==> src/rtl/muldiv_unit_if.sv <==
// Operand/result bundle between the EX stage and the iterative multiply/divide unit.
interface muldiv_unit_if #(
  parameter int unsigned NrOfBits = 32
);
  logic                start;
  logic [1:0]          op;
  logic [NrOfBits-1:0] a;
  logic [NrOfBits-1:0] b;
  logic                mthi;
  logic                mtlo;
  logic [NrOfBits-1:0] hi;
  logic [NrOfBits-1:0] lo;
  logic                busy;
  logic                done;

  modport master (
    output start, op, a, b, mthi, mtlo,
    input  hi, lo, busy, done
  );

  modport slave (
    input  start, op, a, b, mthi, mtlo,
    output hi, lo, busy, done
  );
endinterface

==> src/rtl/muldiv_unit.sv <==
// Iterative 32-cycle MULT/MULTU/DIV/DIVU unit with architectural HI/LO and MTHI/MTLO moves.
// op encoding: bit0 = unsigned, bit1 = divide.
module muldiv_unit #(
  parameter int unsigned NrOfBits = 32
) (
  input logic          clock,
  input logic          reset_n,
  muldiv_unit_if.slave bus
);
  localparam int unsigned W     = NrOfBits;
  localparam int unsigned CNT_W = $clog2(NrOfBits);

  localparam logic [0:0] S_IDLE = 1'b0;
  localparam logic [0:0] S_RUN  = 1'b1;

  logic [0:0]       r_state, w_state_nxt;
  logic [W-1:0]     r_hi, w_hi_nxt;
  logic [W-1:0]     r_lo, w_lo_nxt;
  logic [W-1:0]     r_up, w_up_nxt;      // mult: running upper product; div: partial remainder
  logic [W-1:0]     r_lw, w_lw_nxt;      // mult: multiplier/low product; div: dividend/quotient
  logic [W-1:0]     r_b, w_b_nxt;        // multiplicand / divisor magnitude
  logic             r_is_div, w_is_div_nxt;
  logic             r_neg_q, w_neg_q_nxt;
  logic             r_neg_r, w_neg_r_nxt;
  logic             r_busy, w_busy_nxt;
  logic             r_done, w_done_nxt;
  logic [CNT_W-1:0] r_cnt, w_cnt_nxt;

  logic             w_move;
  logic             w_signed;
  logic             w_a_neg, w_b_neg, w_b_zero;
  logic [W-1:0]     w_a_mag, w_b_mag;
  logic [W:0]       w_mul_sum;
  logic [W:0]       w_div_shift;
  logic [W-1:0]     w_div_diff;
  logic             w_div_ge;
  logic [W-1:0]     w_up_step, w_lw_step;
  logic [2*W-1:0]   w_prod_mag, w_prod;
  logic [W-1:0]     w_quo, w_rem;

  assign bus.hi   = r_hi;
  assign bus.lo   = r_lo;
  assign bus.busy = r_busy;
  assign bus.done = r_done;

  // Launch-time operand decode: magnitudes and sign flags for signed ops.
  always_comb begin
    w_move   = bus.mthi | bus.mtlo;
    w_signed = ~bus.op[0];
    w_a_neg  = w_signed & bus.a[W-1];
    w_b_neg  = w_signed & bus.b[W-1];
    w_b_zero = (bus.b == '0);
    w_a_mag  = w_a_neg ? W'(-bus.a) : bus.a;
    w_b_mag  = w_b_neg ? W'(-bus.b) : bus.b;
  end

  // One shift-add or restoring shift-subtract iteration plus sign fix-up of the final value.
  always_comb begin
    w_mul_sum   = {1'b0, r_up} + (r_lw[0] ? {1'b0, r_b} : '0);
    w_div_shift = {r_up, r_lw[W-1]};
    w_div_ge    = (w_div_shift >= {1'b0, r_b});
    w_div_diff  = W'(w_div_shift - {1'b0, r_b});
    if (r_is_div) begin
      w_up_step = w_div_ge ? w_div_diff : w_div_shift[W-1:0];
      w_lw_step = {r_lw[W-2:0], w_div_ge};
    end else begin
      w_up_step = w_mul_sum[W:1];
      w_lw_step = {w_mul_sum[0], r_lw[W-1:1]};
    end
    w_prod_mag = {w_up_step, w_lw_step};
    w_prod     = r_neg_q ? (2*W)'(-w_prod_mag) : w_prod_mag;
    w_quo      = r_neg_q ? W'(-w_lw_step) : w_lw_step;
    w_rem      = r_neg_r ? W'(-w_up_step) : w_up_step;
  end

  // Next-state and datapath update; moves override HI/LO and abort any run.
  always_comb begin
    w_state_nxt  = r_state;
    w_hi_nxt     = r_hi;
    w_lo_nxt     = r_lo;
    w_up_nxt     = r_up;
    w_lw_nxt     = r_lw;
    w_b_nxt      = r_b;
    w_is_div_nxt = r_is_div;
    w_neg_q_nxt  = r_neg_q;
    w_neg_r_nxt  = r_neg_r;
    w_busy_nxt   = r_busy;
    w_done_nxt   = 1'b0;
    w_cnt_nxt    = r_cnt;

    case (r_state)
      S_IDLE: begin
        if (bus.start && !w_move) begin
          w_state_nxt  = S_RUN;
          w_busy_nxt   = 1'b1;
          w_cnt_nxt    = '0;
          w_up_nxt     = '0;
          w_lw_nxt     = w_a_mag;
          w_b_nxt      = w_b_mag;
          w_is_div_nxt = bus.op[1];
          // Divide by zero leaves an all-ones quotient; suppressing its negation keeps LO=FFFFFFFF,
          // while the dividend-signed remainder reproduces a on HI.
          w_neg_q_nxt  = (w_a_neg ^ w_b_neg) & ~(bus.op[1] & w_b_zero);
          w_neg_r_nxt  = w_a_neg & bus.op[1];
        end
      end
      S_RUN: begin
        if (w_move) begin
          w_state_nxt = S_IDLE;
          w_busy_nxt  = 1'b0;
          w_cnt_nxt   = '0;
        end else begin
          w_up_nxt  = w_up_step;
          w_lw_nxt  = w_lw_step;
          w_cnt_nxt = r_cnt + CNT_W'(1);
          if (r_cnt == CNT_W'(W - 1)) begin
            w_state_nxt = S_IDLE;
            w_busy_nxt  = 1'b0;
            w_done_nxt  = 1'b1;
            if (r_is_div) begin
              w_hi_nxt = w_rem;
              w_lo_nxt = w_quo;
            end else begin
              w_hi_nxt = w_prod[2*W-1:W];
              w_lo_nxt = w_prod[W-1:0];
            end
          end
        end
      end
      default: begin
        w_state_nxt = S_IDLE;
        w_busy_nxt  = 1'b0;
      end
    endcase

    if (bus.mthi) w_hi_nxt = bus.a;
    if (bus.mtlo) w_lo_nxt = bus.a;
  end

  // State and datapath registers.
  always_ff @(posedge clock or negedge reset_n) begin
    if (!reset_n) begin
      r_state  <= S_IDLE;
      r_hi     <= '0;
      r_lo     <= '0;
      r_up     <= '0;
      r_lw     <= '0;
      r_b      <= '0;
      r_is_div <= 1'b0;
      r_neg_q  <= 1'b0;
      r_neg_r  <= 1'b0;
      r_busy   <= 1'b0;
      r_done   <= 1'b0;
      r_cnt    <= '0;
    end else begin
      r_state  <= w_state_nxt;
      r_hi     <= w_hi_nxt;
      r_lo     <= w_lo_nxt;
      r_up     <= w_up_nxt;
      r_lw     <= w_lw_nxt;
      r_b      <= w_b_nxt;
      r_is_div <= w_is_div_nxt;
      r_neg_q  <= w_neg_q_nxt;
      r_neg_r  <= w_neg_r_nxt;
      r_busy   <= w_busy_nxt;
      r_done   <= w_done_nxt;
      r_cnt    <= w_cnt_nxt;
    end
  end
endmodule

==> src/flat_wrapper.sv <==
// flat-port wrapper written by rule: the top's interface ports become plain ports
module muldiv_unit_flat 
#(
  parameter int unsigned NrOfBits = 32
)
  (clock, reset_n, bus_start, bus_op, bus_a, bus_b, bus_mthi, bus_mtlo, bus_hi, bus_lo, bus_busy, bus_done);
  muldiv_unit_if #(.NrOfBits(NrOfBits)) bus_i ();
  input logic clock;
  input logic reset_n;
  input wire logic [$bits(bus_i.start)-1:0] bus_start;
  input wire logic [$bits(bus_i.op)-1:0] bus_op;
  input wire logic [$bits(bus_i.a)-1:0] bus_a;
  input wire logic [$bits(bus_i.b)-1:0] bus_b;
  input wire logic [$bits(bus_i.mthi)-1:0] bus_mthi;
  input wire logic [$bits(bus_i.mtlo)-1:0] bus_mtlo;
  output wire logic [$bits(bus_i.hi)-1:0] bus_hi;
  output wire logic [$bits(bus_i.lo)-1:0] bus_lo;
  output wire logic [$bits(bus_i.busy)-1:0] bus_busy;
  output wire logic [$bits(bus_i.done)-1:0] bus_done;
  assign bus_i.start = bus_start;
  assign bus_i.op = bus_op;
  assign bus_i.a = bus_a;
  assign bus_i.b = bus_b;
  assign bus_i.mthi = bus_mthi;
  assign bus_i.mtlo = bus_mtlo;
  assign bus_hi = bus_i.hi;
  assign bus_lo = bus_i.lo;
  assign bus_busy = bus_i.busy;
  assign bus_done = bus_i.done;
  muldiv_unit #(.NrOfBits(NrOfBits)) u_core (.clock(clock), .reset_n(reset_n), .bus(bus_i));
endmodule
==> config.mk <==
export PLATFORM = sky130hd
export DESIGN_NAME = muldiv_unit_flat
export DESIGN_NICKNAME = d
export VERILOG_FILES = /design/src/rtl/muldiv_unit_if.sv /design/src/rtl/muldiv_unit.sv /design/src/flat_wrapper.sv
export SDC_FILE = /design/constraint.sdc
export NUM_CORES = 1
export LEC_CHECK = 0
export ABC_AREA = 1
export CAP_MARGIN = 20
export CORE_MARGIN = 1
export CORE_UTILIZATION = 45
export CTS_BUF_LIST = sky130_fd_sc_hd__clkbuf_8
export DETAILED_ROUTE_END_ITERATION = 7
export GPL_ROUTABILITY_DRIVEN = 0
export GPL_TIMING_DRIVEN = 0
export PLACE_DENSITY_LB_ADDON = 0.08
export SLEW_MARGIN = 20
export SYNTH_ARGS = -nofsm -noshare
export SYNTH_HDL_FRONTEND = slang
export SYNTH_SLANG_ARGS = --single-unit
==> constraint.sdc <==
create_clock -name clock -period 5.3 [get_ports clock]
set_input_delay 0.795 -clock clock [delete_from_list [all_inputs] [get_ports clock]]
set_output_delay 0.795 -clock clock [all_outputs]
set_load 0.005 [all_outputs]
---- Yosys cells after proc, flatten, opt, wreduce, memory -nomap -nowiden ----
Index checks and enable logic that the tools add are counted.
operators by class
  multiplexer cells ....................... 39
  eq/ne operators ......................... 6
  bitwise logic cells ..................... 10
  order comparisons ....................... 1
  reductions and logical operators ........ 12
  add/sub/neg operators ................... 8
operators with widths
  cell                 number
  $mux 32              22
  $neg 32->32          4
  $pmux 32 s2          2
  $mux 64              1
  $neg 64->64          1
  $add 32x32->33       1
  $ge 33x32->1         1
  $logic_not 32->1     1
  $sub 32x32->32       1
  $mux 5               2
  $pmux 5 s2           1
  $mux 1               9
  $reduce_bool 2->1    4
  $ne 2x2->1 const B   3
  $reduce_and 2->1     3
  $reduce_and 3->1     2
  $add 5x1->5 const B  1
  $and 1x1->1          5
  $eq 5x5->1 const B   1
  $pmux 1 s2           2
  $ne 3x3->1 const B   1
  $not 1->1            3
  $ne 2x1->1 const B   1
  $logic_and 1x1->1    1
  3 further kinds      3
word-level totals
  logic and storage cells ................. 88
  output and inout bits ................... 66
  register bits after elaboration ......... 171

---- Depth between registers and ports, before layout ----
  depth after elaboration ................. 10
  depth in mapped cells ................... 33
  mapped depth without buffers ............ 33

---- Worst setup path after synthesis ----
Ideal clock, no wire load.
  kind .................................... reg-to-reg
  start ................................... register u_core.r_b[24]
  end ..................................... register u_core.r_hi[20], in the netlist u_core.bus.hi[20]
  required time ........................... 5.183 ns
  setup slack ............................. 1.761 ns
  data arrival time ....................... 3.421 ns
  stages on the path, launching flop included .. 30
  clock period less this slack ............ 3.539 ns
  path buffers ............................ 0
  path through ............................ dfrtp_1 inv_1 ha_1 nand2_1 inv_1 a21oi_1 nand2_1 nand2_1 nand3_2 nor2_4 nand3_1 o21ai_1 ha_1 inv_1 nor3_2 inv_1 nor2_2 nand2_2 nor2_4 nand4_2 nor3_2 nand3_1 o21ai_1 nand2_1 nor2_2 nand2_1 nand2_1 nand2_1 nand3_1 nand2_1
between the ends
  cells in the longest elaborated chain, start to end .. 10
  elaborated cells between the ends (all ways) .. 13
  classes of those cells .................. add/sub (2); order compare (1); mux (10)
RTL lines
  element                                            RTL line                              source
  from (decl)                                        muldiv_unit.sv:21                     logic [W-1:0] r_b, w_b_nxt;
  from (signal assigned)                             muldiv_unit.sv:161                    r_b <= w_b_nxt;
  $ge 33x32->1 *                                     muldiv_unit.sv:61                     w_div_ge = (w_div_shift >= {1'b0, r_b});
  $mux 32                                            muldiv_unit.sv:64                     w_up_step = w_div_ge ? w_div_diff : w_div_shift[W-1:0];
  $mux 32                                            muldiv_unit.sv:63                     if (r_is_div) begin
  $neg 64->64 / $neg 32->32 (equally long branches)  muldiv_unit.sv:71, muldiv_unit.sv:73
  $mux 64 / $mux 32 (equally long branches)          muldiv_unit.sv:71, muldiv_unit.sv:73
  $mux 32 *                                          muldiv_unit.sv:120                    if (r_is_div) begin
  $mux 32 *                                          muldiv_unit.sv:116                    if (r_cnt == CNT_W'(W - 1)) begin
  $mux 32 *                                          muldiv_unit.sv:108                    if (w_move) begin
  $mux 32 *                                          muldiv_unit.sv:91                     case (r_state)
  $mux 32 *                                          muldiv_unit.sv:136                    if (bus.mthi) w_hi_nxt = bus.a;
  to (signal assigned)                               muldiv_unit.sv:157                    r_hi <= w_hi_nxt;
  to (decl)                                          muldiv_unit.sv:17                     logic [W-1:0] r_hi, w_hi_nxt;
Every way passes the cells marked *; elsewhere a longest branch is shown, timed or not. The select of a mux whose other input is x is not followed.
A chain may end at the register's enable or synchronous reset.

---- Worst setup path after layout ----
  start ................................... register u_core.r_lw[0]
  end ..................................... register u_core.r_hi[20], in the netlist u_core.bus.hi[20]
between the ends
  cells in the longest elaborated chain, start to end .. 10
  elaborated cells between the ends (all ways) .. 13
  classes of those cells .................. add/sub (3); mux (10)
RTL lines
  element                                            RTL line                              source
  from (decl)                                        muldiv_unit.sv:20                     logic [W-1:0] r_lw, w_lw_nxt;
  from (signal assigned)                             muldiv_unit.sv:160                    r_lw <= w_lw_nxt;
  $mux 32                                            muldiv_unit.sv:59                     w_mul_sum = {1'b0, r_up} + (r_lw[0] ? {1'b0, r_b} : '0);
  $add 32x32->33                                     muldiv_unit.sv:59
  $mux 32                                            muldiv_unit.sv:63
  $neg 64->64 / $neg 32->32 (equally long branches)  muldiv_unit.sv:71, muldiv_unit.sv:73
  $mux 64 / $mux 32 (equally long branches)          muldiv_unit.sv:71, muldiv_unit.sv:73
  $mux 32 *                                          muldiv_unit.sv:120
  $mux 32 *                                          muldiv_unit.sv:116
  $mux 32 *                                          muldiv_unit.sv:108
  $mux 32 *                                          muldiv_unit.sv:91
  $mux 32 *                                          muldiv_unit.sv:136
Marks and branches as above.

==> summary.md <==
| Metric | Value |
|---|---|
| Status | `finished with violations` |
| Failing checks | `DRC` |
| Fin crit period | `5.05 ns` |
| Critical Path Start Type | `flip-flop` |
| Worst R2R Path Depth | `25` |
| Period utilisation layout | `95.3%` |
| Syn Std Cell Area | `0.0166 mm²` |
| Clk pin slew, worst setup/hold paths | `0.13 ns` |
| CTS tree | `yes` |
| Fraction of layout cells with a size suffix above 1 | `4.19%` |
| EDFF count, synth | `0` |
| Clock buffer depth | `2` |
| Die footprint | `0.0377 mm²` |
| Async SR Flop Fraction | `100%` |
| # DRC | `2` |
| Final worst slack | `0.251 ns` |
| Post-synthesis sequential area ratio | `25.7%` |
| Hold Path Class | `primary input to asynchronous set/reset pin` |
| Via count | `19,439` |
| # rows | `70` |
| Average cell area after synthesis | `6.11 µm²` |
| Total routed wirelength | `66,700 µm` |
| Placed cell area | `0.0186 mm²` |
| Largest fanout on the critical path | `10` |
| Arrival time at the worst endpoint | `5.45 ns` |
| Total GRT Usage | `35.2%` |
| Worst r2r src | `u_core.r_lw[0]` |
| Final cell count without fillers | `3,361` |
| Die Wd | `194 µm` |
| Setup bufs post-CTS | `0` |
| DP Worst Slack | `0.298 ns` |
| Clock skew | `0.0383 ns` |
| VDD IR max | `0.321 mV` |
| CP max stage cell | `o21ai_0` |
| Final setup violation count | `0` |
| Crit Reg-Reg Endpoint | `u_core.bus.hi[20]` |
| Final hold slack | `0.240 ns` |
| Synth Warn # | `0` |
| FF-to-FF setup slack | `0.25 ns` |
| Max Clk Rate | `198 MHz` |
| Clock sink count | `171` |
| Initial Util | `45.5%` |
| Worst Tran Pin Value | `1.18 ns` |
| Dpl hpwl | `53,900 µm` |
| First-pass GRT wire length | `102,000 µm` |
| Max cap viols | `0` |
| Endpoints failing hold | `0` |
| Buffers on Ports | `135` |
| Power Total | `11.9 mW` |
| Height of the die | `194 µm` |
| Main synth FF type | `dfrtp_1` |
| Vias per std cell | `5.78` |
| Core area | `0.0365 mm²` |
| Yosys cell types | `47` |
| First-pass iteration count of the detailed router | `8` |
| Slowest stage delay, CP | `0.45 ns` |
| Yosys reg bits | `171` |
| # H-tree levels | `4` |
| Clock latency at the later pin of the worst-skew pair | `0.53 ns` |
| Global route overflow | `0` |
| Design area | `0.0190 mm²` |
| Routed Antenna Nets | `0` |
| Initial antenna violation count | `1` |
| Net Count, Synth | `2,866` |
| Fillers | `3,844` |
| Final #Nets | `3,021` |
| Crit path top cell by count | `nand2_1` |
| Syn Inst Count | `2,723` |
| Crit path kind | `flip-flop to flip-flop` |
| Largest net degree at the start of global routing | `96` |
| Leakage power | `9.60 nW` |
| Final slew viol count | `0` |
| Area growth, synth to finish | `14.2%` |
| RSZ-0062 raised after global routing | `no` |
| Worst Path Required | `5.70 ns` |
| # IOs | `137` |
| Number of global-route vias before repair | `17,746` |
| Placed cells | `3,327` |
| Slew HR | `21.3%` |
| Cell Pwr Density | `625 mW/mm²` |
| Initial DRC count | `2,277` |
| Root Driver | `clkbuf_8` |
| Cts bufs inserted | `17` |
| Critical Path End Type | `flip-flop` |
| WL per Instance | `19.9 µm` |
## worst max path at each step
stage               cells after the start                 to  slack [ns]           start
floorplan                              29  u_core.bus.hi[20]        1.76  u_core.r_b[24]
finish                                 25  u_core.bus.hi[20]        0.25  u_core.r_lw[0]
detailed placement                     25  u_core.bus.hi[20]        0.30  u_core.r_lw[0]
global placement                        1     u_core.r_b[10]       -4.11         reset_n
global route                           25  u_core.bus.hi[20]        0.07  u_core.r_lw[0]
CTS                                    25  u_core.bus.hi[20]        0.24  u_core.r_lw[0]
## cell usage after synthesis, types with 21 or more instances
library cell / n / area (µm²)
a21oi_1: 91 / 455
clkbuf_1: 60 / 225
dfrtp_1: 171 / 4280
ha_1: 70 / 876
inv_1: 400 / 1500
nand2_1: 815 / 3060
nand3_1: 210 / 1050
nand4_1: 30 / 188
nor2_1: 268 / 1010
nor2_2: 21 / 131
nor3_1: 34 / 170
o211ai_1: 23 / 173
o21ai_0: 202 / 1010
o21ai_1: 23 / 115
o221ai_1: 37 / 324
o22ai_1: 34 / 213
xnor2_1: 25 / 219
xor2_1: 68 / 596
## timing repair
| action | 4_1_cts | 5_1_grt |
|---|---|---|
| resized for setup | 0 | 3 |
| endpoints found under the hold margin | 0 | 0 |
| hold buffers | 0 | 0 |
| endpoints found under the setup margin | 0 | 5 |
## final cells by class
class / count / area [µm²] / share of cell area [%]
antenna: 2 / 5.00 / 0.0264
buffer: 89 / 398 / 2.10
clock buffer: 18 / 248 / 1.30
clock inverter: 14 / 129 / 0.679
inverter: 409 / 1540 / 8.09
multi-input combinational: 2054 / 10400 / 54.9
sequential: 171 / 4280 / 22.5
tap: 468 / 586 / 3.08
timing repair buffer: 136 / 1380 / 7.29
## power by group
| group | switching, mW | internal (mW) | leakage (nW) |
|---|---|---|---|
| clock network | 0.604 | 0.356 | 0.188 |
| registers | 0.457 | 1.68 | 2.15 |
| logic | 6.13 | 2.64 | 7.27 |
| total | 7.19 | 4.67 | 9.60 |
## worst max-delay path: cells and delay by family (launching register included)
kind                     cells  cell delay, ns
AND/OR/NAND/NOR             15            2.04
flip-flops                   1            0.35
buffers and inverters        5            1.11
adder cells (fa/ha/maj)      2            0.52
AO/OA/AOI/OAI                2            0.77
XOR/XNOR                     1            0.12
## cells by family after synthesis
logic type / share of synthesized area, %
flops: 25.7
fa+ha+maj: 5.51
xor+xnor: 4.90
compound gates: 15.5
simple gates: 36.7
buf+inv: 11.6
## through the flow
step	TNS [ns]	util, %
floorplan	0	-
global placement	-699.81	50.8
detailed placement	0	50.9
CTS	0	52.0
global route	0	52.0
finish	0	52.0
## per-layer routing
metal	global-route usage, %	wire length [µm]	share of wire (%)	up-vias
met5	0	0	0	-
met4	13.1	2520	3.8	0
met3	7.65	7930	12	158
met2	51.5	27500	41	1113
met1	50.4	28800	43	9070
li1	-	-	-	9098
## state kept, by name, summed over array words and instances (netlist names)
signal and flops:
u_core.bus.busy 1, u_core.r_state 1, u_core.r_lw 32, u_core.r_is_div 1, u_core.r_neg_r 1, u_core.r_b 32
u_core.r_neg_q 1, u_core.r_cnt 5, u_core.bus.lo 32, u_core.r_up 32, u_core.bus.done 1, u_core.bus.hi 32
## placed cells by master, fill, tap and decap left out, types with 8 or more instances in the layout
| master | instances |
|---|---|
| a21oi_1 | 91 |
| buf_2 | 14 |
| clkbuf_1 | 59 |
| clkbuf_8 | 18 |
| clkdlybuf4s50_1 | 134 |
| dfrtp_1 | 171 |
| ha_1 | 70 |
| inv_1 | 400 |
| nand2_1 | 815 |
| nand2_2 | 8 |
| nand3_1 | 210 |
| nand3_2 | 8 |
| nand3b_1 | 20 |
| nand4_1 | 30 |
| nor2_1 | 268 |
| nor2_2 | 21 |
| nor3_1 | 34 |
| o211ai_1 | 23 |
| o21ai_0 | 202 |
| o21ai_1 | 22 |
| o21bai_1 | 15 |
| o221ai_1 | 37 |
| o22ai_1 | 34 |
| xnor2_1 | 25 |
| xor2_1 | 68 |
(Power assumes the default switching activity.)
